File: config.mk
export PLATFORM = sky130hd
export DESIGN_NAME = r_phase_counter_flat
export DESIGN_NICKNAME = d
export VERILOG_FILES = /design/src/rtl/r_phase_pkg.sv /design/src/rtl/r_phase_counter_if.sv /design/src/rtl/r_phase_trig_dec.sv /design/src/rtl/r_phase_counter.sv /design/src/flat_wrapper.sv
export SDC_FILE = /design/constraint.sdc
export NUM_CORES = 1
export LEC_CHECK = 0
export BUFFER_PORTS_ARGS = -buffer_cell sky130_fd_sc_hd__buf_2
export CORE_AREA = 2 2 39 41
export CTS_CLUSTER_SIZE = 40
export DETAILED_ROUTE_END_ITERATION = 10
export DIE_AREA = 0 0 41 43
export PLACE_DENSITY = 0.62
export RECOVER_POWER = 25
export SLEW_MARGIN = 20
export SYNTH_ARGS = -nofsm -noshare
export SYNTH_HDL_FRONTEND = slang
export SYNTH_SLANG_ARGS = --single-unit
export TNS_END_PERCENT = 10
File: constraint.sdc
create_clock -name clk -period 2.1 [get_ports clk]
set_clock_uncertainty 0.1 [all_clocks]
set_input_delay 0.525 -clock clk [delete_from_list [all_inputs] [get_ports clk]]
set_output_delay 0.525 -clock clk [all_outputs]
set_load 0.005 [all_outputs]
File: src/rtl/r_phase_pkg.sv
// Shared types and defaults for the kernel-row phase counter and the sibling L/J counters.
package r_phase_pkg;

    typedef enum logic {
        IDLE = 1'b0,
        RUN  = 1'b1
    } state_t;

    localparam int R_DEF_TERM = 5;

    // Layer 17 suppresses l_zero starts in modes 3 and 4.
    localparam logic [7:0] L17_SKIP_MASK = 8'b0001_1000;

endpackage

File: src/rtl/r_phase_counter_if.sv
// Boundary-event / phase-status bundle of the R phase counter; ovf_clr/ovf exist only with R_PHASE_OVF_EN.
interface r_phase_counter_if #(
    parameter int CNT_W  = 3,
    parameter int MODE_W = 3
);
    logic [MODE_W-1:0] u;
    logic              l_zero;
    logic              j_zero;
    logic              k_zero;
    logic [CNT_W-1:0]  term;
    logic              stall;
    logic [CNT_W-1:0]  cnt;
    logic              busy;
    logic              r_zero;
`ifdef R_PHASE_OVF_EN
    logic              ovf_clr;
    logic              ovf;

    modport master (
        output u, l_zero, j_zero, k_zero, term, stall, ovf_clr,
        input  cnt, busy, r_zero, ovf
    );

    modport slave (
        input  u, l_zero, j_zero, k_zero, term, stall, ovf_clr,
        output cnt, busy, r_zero, ovf
    );
`else
    modport master (
        output u, l_zero, j_zero, k_zero, term, stall,
        input  cnt, busy, r_zero
    );

    modport slave (
        input  u, l_zero, j_zero, k_zero, term, stall,
        output cnt, busy, r_zero
    );
`endif
endinterface

File: src/rtl/r_phase_trig_dec.sv
// Start-trigger decode shared by the R, L and J counters: l_zero is ignored in masked modes.
module r_phase_trig_dec
    import r_phase_pkg::*;
#(
    parameter int MODE_W = 3
) (
    input  logic [MODE_W-1:0]    u,
    input  logic                 l_zero,
    input  logic                 j_zero,
    input  logic                 k_zero,
    input  logic [2**MODE_W-1:0] mask,
    output logic                 trig
);

    assign trig = k_zero | j_zero | (l_zero & ~mask[u]);

endmodule

File: src/rtl/r_phase_counter.sv
// Kernel-row phase counter: counts 1..term on a boundary trigger, pulses r_zero on the last count.
// Optional sticky overlap-error flag enabled by defining R_PHASE_OVF_EN.
module r_phase_counter
    import r_phase_pkg::*;
#(
    parameter int                   CNT_W     = 3,
    parameter int                   MODE_W    = 3,
    parameter logic [2**MODE_W-1:0] SKIP_MASK = L17_SKIP_MASK,
    parameter int                   DEF_TERM  = R_DEF_TERM
) (
    input logic              clk,
    input logic              rst,
    r_phase_counter_if.slave bus
);

    localparam logic [CNT_W-1:0] DEF_TERM_C = CNT_W'(DEF_TERM);
    localparam logic [CNT_W-1:0] ONE        = CNT_W'(1);

    state_t           state;
    state_t           state_n;
    logic [CNT_W-1:0] cnt_q;
    logic [CNT_W-1:0] cnt_n;
    logic [CNT_W-1:0] term_q;
    logic [CNT_W-1:0] term_n;
    logic [CNT_W-1:0] term_eff;
    logic             trig;
    logic             start;
    logic             at_term;

    r_phase_trig_dec #(
        .MODE_W (MODE_W)
    ) u_trig_dec (
        .u      (bus.u),
        .l_zero (bus.l_zero),
        .j_zero (bus.j_zero),
        .k_zero (bus.k_zero),
        .mask   (SKIP_MASK),
        .trig   (trig)
    );

    assign term_eff = (bus.term == '0) ? DEF_TERM_C : bus.term;
    assign start    = trig & ~bus.stall;
    assign at_term  = (cnt_q == term_q);

    always_ff @(posedge clk or negedge rst) begin
        if (!rst) begin
            state  <= IDLE;
            cnt_q  <= '0;
            term_q <= DEF_TERM_C;
        end else begin
            state  <= state_n;
            cnt_q  <= cnt_n;
            term_q <= term_n;
        end
    end

    // A trigger landing on the unstalled terminal cycle restarts without an idle gap.
    always_comb begin
        state_n = state;
        cnt_n   = cnt_q;
        term_n  = term_q;
        case (state)
            IDLE: begin
                if (start) begin
                    state_n = RUN;
                    cnt_n   = ONE;
                    term_n  = term_eff;
                end
            end
            RUN: begin
                if (!bus.stall) begin
                    if (!at_term) begin
                        cnt_n = cnt_q + ONE;
                    end else if (trig) begin
                        cnt_n  = ONE;
                        term_n = term_eff;
                    end else begin
                        cnt_n   = '0;
                        state_n = IDLE;
                    end
                end
            end
            default: begin
                state_n = IDLE;
                cnt_n   = '0;
            end
        endcase
    end

    assign bus.cnt    = cnt_q;
    assign bus.busy   = (state == RUN);
    assign bus.r_zero = (state == RUN) & at_term & ~bus.stall;

`ifdef R_PHASE_OVF_EN
    logic ovf_q;
    logic ovf_set;

    // Any trigger the running phase cannot absorb as a restart is an overlap; set beats clear.
    assign ovf_set = (state == RUN) & trig & ~(at_term & ~bus.stall);

    always_ff @(posedge clk or negedge rst) begin
        if (!rst) begin
            ovf_q <= 1'b0;
        end else if (ovf_set) begin
            ovf_q <= 1'b1;
        end else if (bus.ovf_clr) begin
            ovf_q <= 1'b0;
        end
    end

    assign bus.ovf = ovf_q;
`endif

endmodule
File: src/flat_wrapper.sv
// flat-port wrapper written by rule: the top's interface ports become plain ports
module r_phase_counter_flat import r_phase_pkg::*;
#(
    parameter int                   CNT_W     = 3,
    parameter int                   MODE_W    = 3,
    parameter logic [2**MODE_W-1:0] SKIP_MASK = L17_SKIP_MASK,
    parameter int                   DEF_TERM  = R_DEF_TERM
)
  (clk, rst, bus_u, bus_l_zero, bus_j_zero, bus_k_zero, bus_term, bus_stall, bus_cnt, bus_busy, bus_r_zero);
  r_phase_counter_if #(.CNT_W(CNT_W), .MODE_W(MODE_W)) bus_i ();
  input logic clk;
  input logic rst;
  input wire logic [$bits(bus_i.u)-1:0] bus_u;
  input wire logic [$bits(bus_i.l_zero)-1:0] bus_l_zero;
  input wire logic [$bits(bus_i.j_zero)-1:0] bus_j_zero;
  input wire logic [$bits(bus_i.k_zero)-1:0] bus_k_zero;
  input wire logic [$bits(bus_i.term)-1:0] bus_term;
  input wire logic [$bits(bus_i.stall)-1:0] bus_stall;
  output wire logic [$bits(bus_i.cnt)-1:0] bus_cnt;
  output wire logic [$bits(bus_i.busy)-1:0] bus_busy;
  output wire logic [$bits(bus_i.r_zero)-1:0] bus_r_zero;
  assign bus_i.u = bus_u;
  assign bus_i.l_zero = bus_l_zero;
  assign bus_i.j_zero = bus_j_zero;
  assign bus_i.k_zero = bus_k_zero;
  assign bus_i.term = bus_term;
  assign bus_i.stall = bus_stall;
  assign bus_cnt = bus_i.cnt;
  assign bus_busy = bus_i.busy;
  assign bus_r_zero = bus_i.r_zero;
  r_phase_counter #(.CNT_W(CNT_W), .MODE_W(MODE_W), .SKIP_MASK(SKIP_MASK), .DEF_TERM(DEF_TERM)) u_core (.clk(clk), .rst(rst), .bus(bus_i));
endmodule
# ---- Yosys cells after proc, flatten, opt, wreduce, memory -nomap -nowiden
# Memories as Yosys holds them, arrays and structs flattened.
# Index checks and enable logic that the tools add are counted.
dict set report totals {
  rom_bits 8
  regBits 7
  output_inout_bits 5
  wordCells 40
  memories 1
}
dict set report op_classes {
  n_eq_ne 5
  muxes 17
  order_cmp 1
  bitwise_logic 9
  reduce_logical 3
  add_sub_neg 1
}
# name words word_bits read_ports rd_ports_with_merged_regs wr line
set memory_table {}
lappend memory_table {{(no name shown)} 8 1 1 0 0 r_phase_trig_dec.sv:15} ;# assign trig = k_zero | j_zero | (l_zero & ~mask[u]);
# op count
set ops {}
lappend ops {{two-way mux 3 bit} 8}
lappend ops {{one-hot mux 3 bit (2 select lines)} 2}
lappend ops {{two-way mux 1 bit} 6}
lappend ops {{!= test 2 bit, second input constant} 3}
lappend ops {{AND 1 bit} 4}
lappend ops {{less-than comparator 3 x 4 -> 1 bit, second input constant} 1}
lappend ops {{AND reduction 4 bit} 1}
lappend ops {{adder 3 x 1 -> 3 bit, second input constant} 1}
lappend ops {{== test 3 bit} 1}
lappend ops {{logical NOT 3 bit} 1}
lappend ops {{NOT 1 bit} 3}
lappend ops {{!= test 2 x 1 -> 1 bit, second input constant} 1}
lappend ops {{bitwise OR 1 bit} 2}
lappend ops {{one-hot mux 1 bit (2 select lines)} 1}
lappend ops {{AND reduction 2 bit} 1}

# ---- Longest topological paths before layout
dict set report depth {
  depth_word 9
  mapped_depth 4
}

# ---- Cells and area by module
# Synthesis repeated with hierarchy kept, for this count alone.
dict set report hier_totals {
  cells_unflattened 51
  area_unflattened_um2 543.0
}
# mod area_per_inst_um2 cells_each seq_area_each_um2 n_inst
set by_module_without_submodules {}
lappend by_module_without_submodules {r_phase_counter 464.2 43 177.7 1}
lappend by_module_without_submodules {r_phase_trig_dec 78.8 8 0.0 1}

# ---- Least setup slack after synthesis
# Ideal clock, no wire load.
dict set report synth_path {
  kind {input-to-reg}
  startpoint {input port bus_u[0]}
  endpoint {register u_core.term_q[1]}
  path_slack_ns 0.206
  t_arrival_ns 1.667
  stages 4
  path_buffers 0
  setup_time_ns 0.128
  cell_sequence {or3b_1 a311oi_2 a211oi_2 mux2_1}
}
dict set report synth_via {
  elab_chain_cells 8
  elab_cells_between_ends 9
  cone_classes {eq/ne (2); mux (1); bitwise (4); reduce/logical (1); memory (1)}
}
# item line
set synth_lines {}
lappend synth_lines {{start, declared} flat_wrapper.sv:13} ;# input wire logic [$bits(bus_i.u)-1:0] bus_u;
lappend synth_lines {{memory read (8 x 1 bit) (*)} n/a}
lappend synth_lines {{two-way mux 1 bit (not written as such) (*)} r_phase_trig_dec.sv:15}
lappend synth_lines {{NOT 1 bit (*)} r_phase_trig_dec.sv:15}
lappend synth_lines {{AND 1 bit (*)} r_phase_trig_dec.sv:15}
lappend synth_lines {{bitwise OR 1 bit (*)} r_phase_trig_dec.sv:15}
lappend synth_lines {{AND 1 bit} r_phase_counter.sv:42} ;# assign start = trig & ~bus.stall;
lappend synth_lines {{!= test 2 x 1 -> 1 bit (no source line)} n/a}
lappend synth_lines {{AND reduction 4 bit (no source line) (*)} n/a}
lappend synth_lines {{end signal, assigned} r_phase_counter.sv:53} ;# term_q <= term_n;
lappend synth_lines {{end, declared} r_phase_counter.sv:23} ;# logic [CNT_W-1:0] term_q;
# Every way passes the cells marked *; elsewhere a longest branch is shown, timed or not. The select of a mux whose other input is x is not followed.
# A chain may end at the register's enable or synchronous reset.

# ---- Worst setup path after layout
dict set report layout_path {
  startpoint {register u_core.term_q[2]}
  endpoint {output port bus_r_zero}
}
dict set report layout_via {
  elab_chain_cells 3
}
# item line
set layout_lines {}
lappend layout_lines {{== test 3 bit} r_phase_counter.sv:43} ;# assign at_term = (cnt_q == term_q);
lappend layout_lines {{AND 1 bit (2 in a row)} r_phase_counter.sv:92} ;# assign bus.r_zero = (state == RUN) & at_term & ~bus.stall;
lappend layout_lines {{end, declared} flat_wrapper.sv:21} ;# output wire logic [$bits(bus_i.r_zero)-1:0] bus_r_zero;
# No other way between the ends.

==> metrics.txt <==
main combinational cell family by area after synthesis=compound AO/OA/AOI/OAI gates; Mapped Nets=47; Cell variety after synth=20; Fin Hold WS=between 0.4 and 0.5 ns; Crit Reg-Reg Endpoint=u_core.term_q[1]$_DFFE_PN0P_; cells along the critical path=xnor2_1 > nand3_2 > nor3_1 > buf_2; outcome=completed; die area=approximately 1800 um2; Vias per Instance=4.71; Mapped Cells=34; CTS tree=yes; Post-Synth Simple-Gate Area=0.0901; residual DRC count=0; depth of the CTS H-tree=1; worst min path class=register to register; gr ovfl total=0; site row count=14; GRT Util Overall=0.119; worst-skew pair later-pin latency=around 0.25 ns; Worst-Margin Slew=0.375 ns; PwrDens=1390 nW/um2; Worst path slowest cell=dfstp_2; adder-cell share of the synthesized area=0.0311; launch point of the worst path=u_core.term_q[2]$_DFFE_PN1P_; Worst Setup Path Type=register to primary output; Final WS setup=between 0.15 and 0.2 ns; drt first pass iters=4; sequential area share after synthesis=0.441; initial antenna violation count=0; mux contribution to synthesized area=0.137; Antenna Cells=0; Post-Synth XOR/XNOR Area=0.0652; Vias=approximately 340; Crit. End Element=primary output; I/O Buffers=16; RSZ-0062 raised after global routing=false; syn avg cell area=11.8 um2; Achievable Freq=0.515 GHz; r2r startpoint=u_core.term_q[2]$_DFFE_PN1P_; dpl hpwl=660 um; number of global-route vias before repair=352; Syn-to-layout area delta=38.5%; core area=1380 um2; Die X=about 40 um; CP max stage delay=around 0.53 ns; Final setup viols=0; post-route ant nets=0; GPL Wtd Cong=between 0.7 and 0.8; worst-path maximum fanout=2; Setup TNS=0 ns; R2R setup slack=0.25 ns; Clock Tree Buf Depth=2; worst path required time=between 1 and 1.5 ns; total CTS buffers=3; Final min period=1.94 ns; First DRT Iteration DRCs=3; worst relative slew slack=0.750; cells on worst reg2reg path=5; wire length per cell=approximately 11 um; worst slack, placed=0.0824 ns; fin crit share=0.925; delay-heaviest family, CP=flip-flops; final hold vios=0; Nets=71; Max Cap Viol=0; maximum vdd drop=390 uV; worst setup path end=bus_r_zero; compound-cell area share of the yosys netlist=0.217; crit path DAT=1.32 ns; drt total wl=834 um; global-route wire length before repair=1360 um; CP Depth=4; Worst setup SP type=register; Final Max Tran Viols=0; synth warn=0; P_leak=roughly 0.25 nW; fill cell total of the finished layout=between 100 and 150; buffer and inverter count on the worst path=1; share of cells above drive strength 1=0.439; Die Ht=43 um; pin count of the biggest net entering global routing=8; Yosys reg bits=7; Cell Area, Synth=403 um2; Reg clk slew, reported paths=roughly 0.050 ns; Initial Util=0.291; clk sinks=7; CTS root buf=clkbuf_4; I/O pin count=17
final cells by class:
| class | count | area [um2] | area share |
|---|---|---|---|
| inverters | 2 | 7.51 | 0.0135 |
| well taps | 16 | 20.0 | 0.0359 |
| flip-flops and latches | 7 | 178 | 0.318 |
| multi-input cells | 25 | 223 | 0.399 |
| repair buffers | 19 | 104 | 0.186 |
| clock buffers | 4 | 26.3 | 0.0471 |
synthesized netlist by cell type:
cell | n | area, um2
a311oi_2 | 1 | 15.0
mux2i_1 | 1 | 10.0
inv_1 | 2 | 7.51
a32o_1 | 2 | 20.0
o21ai_0 | 2 | 10.0
or3b_1 | 1 | 8.76
nand2b_1 | 1 | 6.26
a22oi_1 | 1 | 7.51
dfstp_2 | 2 | 52.6
a21o_1 | 1 | 7.51
xnor2_1 | 3 | 26.3
nor3_1 | 1 | 5.00
a211oi_2 | 1 | 12.5
o21bai_1 | 2 | 15.0
dfrtp_1 | 5 | 125
mux2_1 | 4 | 45.0
ha_1 | 1 | 12.5
nor2_1 | 1 | 3.75
nand3b_1 | 1 | 7.51
nand3_1 | 1 | 5.00
power by group:
group          total [mW]  leakage, nW  switching (mW)  internal (mW)
combinational       0.370        0.162           0.161          0.209
sequential          0.284       0.0771          0.0650          0.219
clock               0.123       0.0150          0.0507         0.0726
registers in the layout (all words and copies together), names as in the netlist:
signal	flops
u_core.bus.busy	1
u_core.bus.cnt	3
u_core.term_q	3
timing repair:
item	4_1_cts	5_1_grt
hold endpoints to repair	5	0
pin swaps	0	1
endpoints found under the setup margin	1	1
cloned	0	0
hold buffers	1	0
buffers inserted	0	1
gates resized for setup	1	0
per-layer routing:
layer,vias up,GRT usage,part of all wire
met1,162,0.133,0.42
met3,2,0.0314,0.024
met2,6,0.175,0.54
li1,174,-,-
met4,0,0.100,0.014
met5,-,0,0
placed cells by master (no fill, tap or decap), drive strengths merged, types with 2 or more instances in the layout:
cell type | Yosys | final
buf | 0 | 17
dfrtp | 5 | 5
clkbuf | 0 | 5
mux2 | 4 | 4
xnor2 | 3 | 3
inv | 2 | 2
o21ai | 2 | 2
o21bai | 2 | 2
a32o | 2 | 2
dfstp | 2 | 2
worst min-delay path by stage:
stage / start / endpoint / slack (ns) / depth (start not counted)
after floorplan: rst / u_core.bus.busy$_DFF_PN0_ / 0.13 / 0
after global placement: rst / u_core.bus.cnt[2]$_DFFE_PN0P_ / 0.27 / 1
after detailed placement: rst / u_core.bus.cnt[2]$_DFFE_PN0P_ / 0.27 / 1
after CTS: bus_term[1] / u_core.term_q[1]$_DFFE_PN0P_ / 0.42 / 2
after global routing: bus_term[1] / u_core.term_q[1]$_DFFE_PN0P_ / 0.43 / 2
final: u_core.term_q[1]$_DFFE_PN0P_ / u_core.term_q[1]$_DFFE_PN0P_ / 0.42 / 1
metrics by stage:
stage	power [mW]	cells	util	cell area, um2
global route	0.849	73	0.403	558
CTS	0.774	72	0.399	552
finish	0.777	73	0.403	558
global placement	0.615	67	0.369	510
floorplan	0.515	34	-	403
detailed placement	0.620	67	0.369	510
cell families (layout without fill, tap and decap cells):
group,Yosys count,count (layout)
compound gates,10,10
xor+xnor,3,3
fa+ha+maj,1,1
buf+inv,2,25
flops,7,7
mux,5,5
simple gates,6,6
Note: power is estimated with default switching activity, not from simulation.
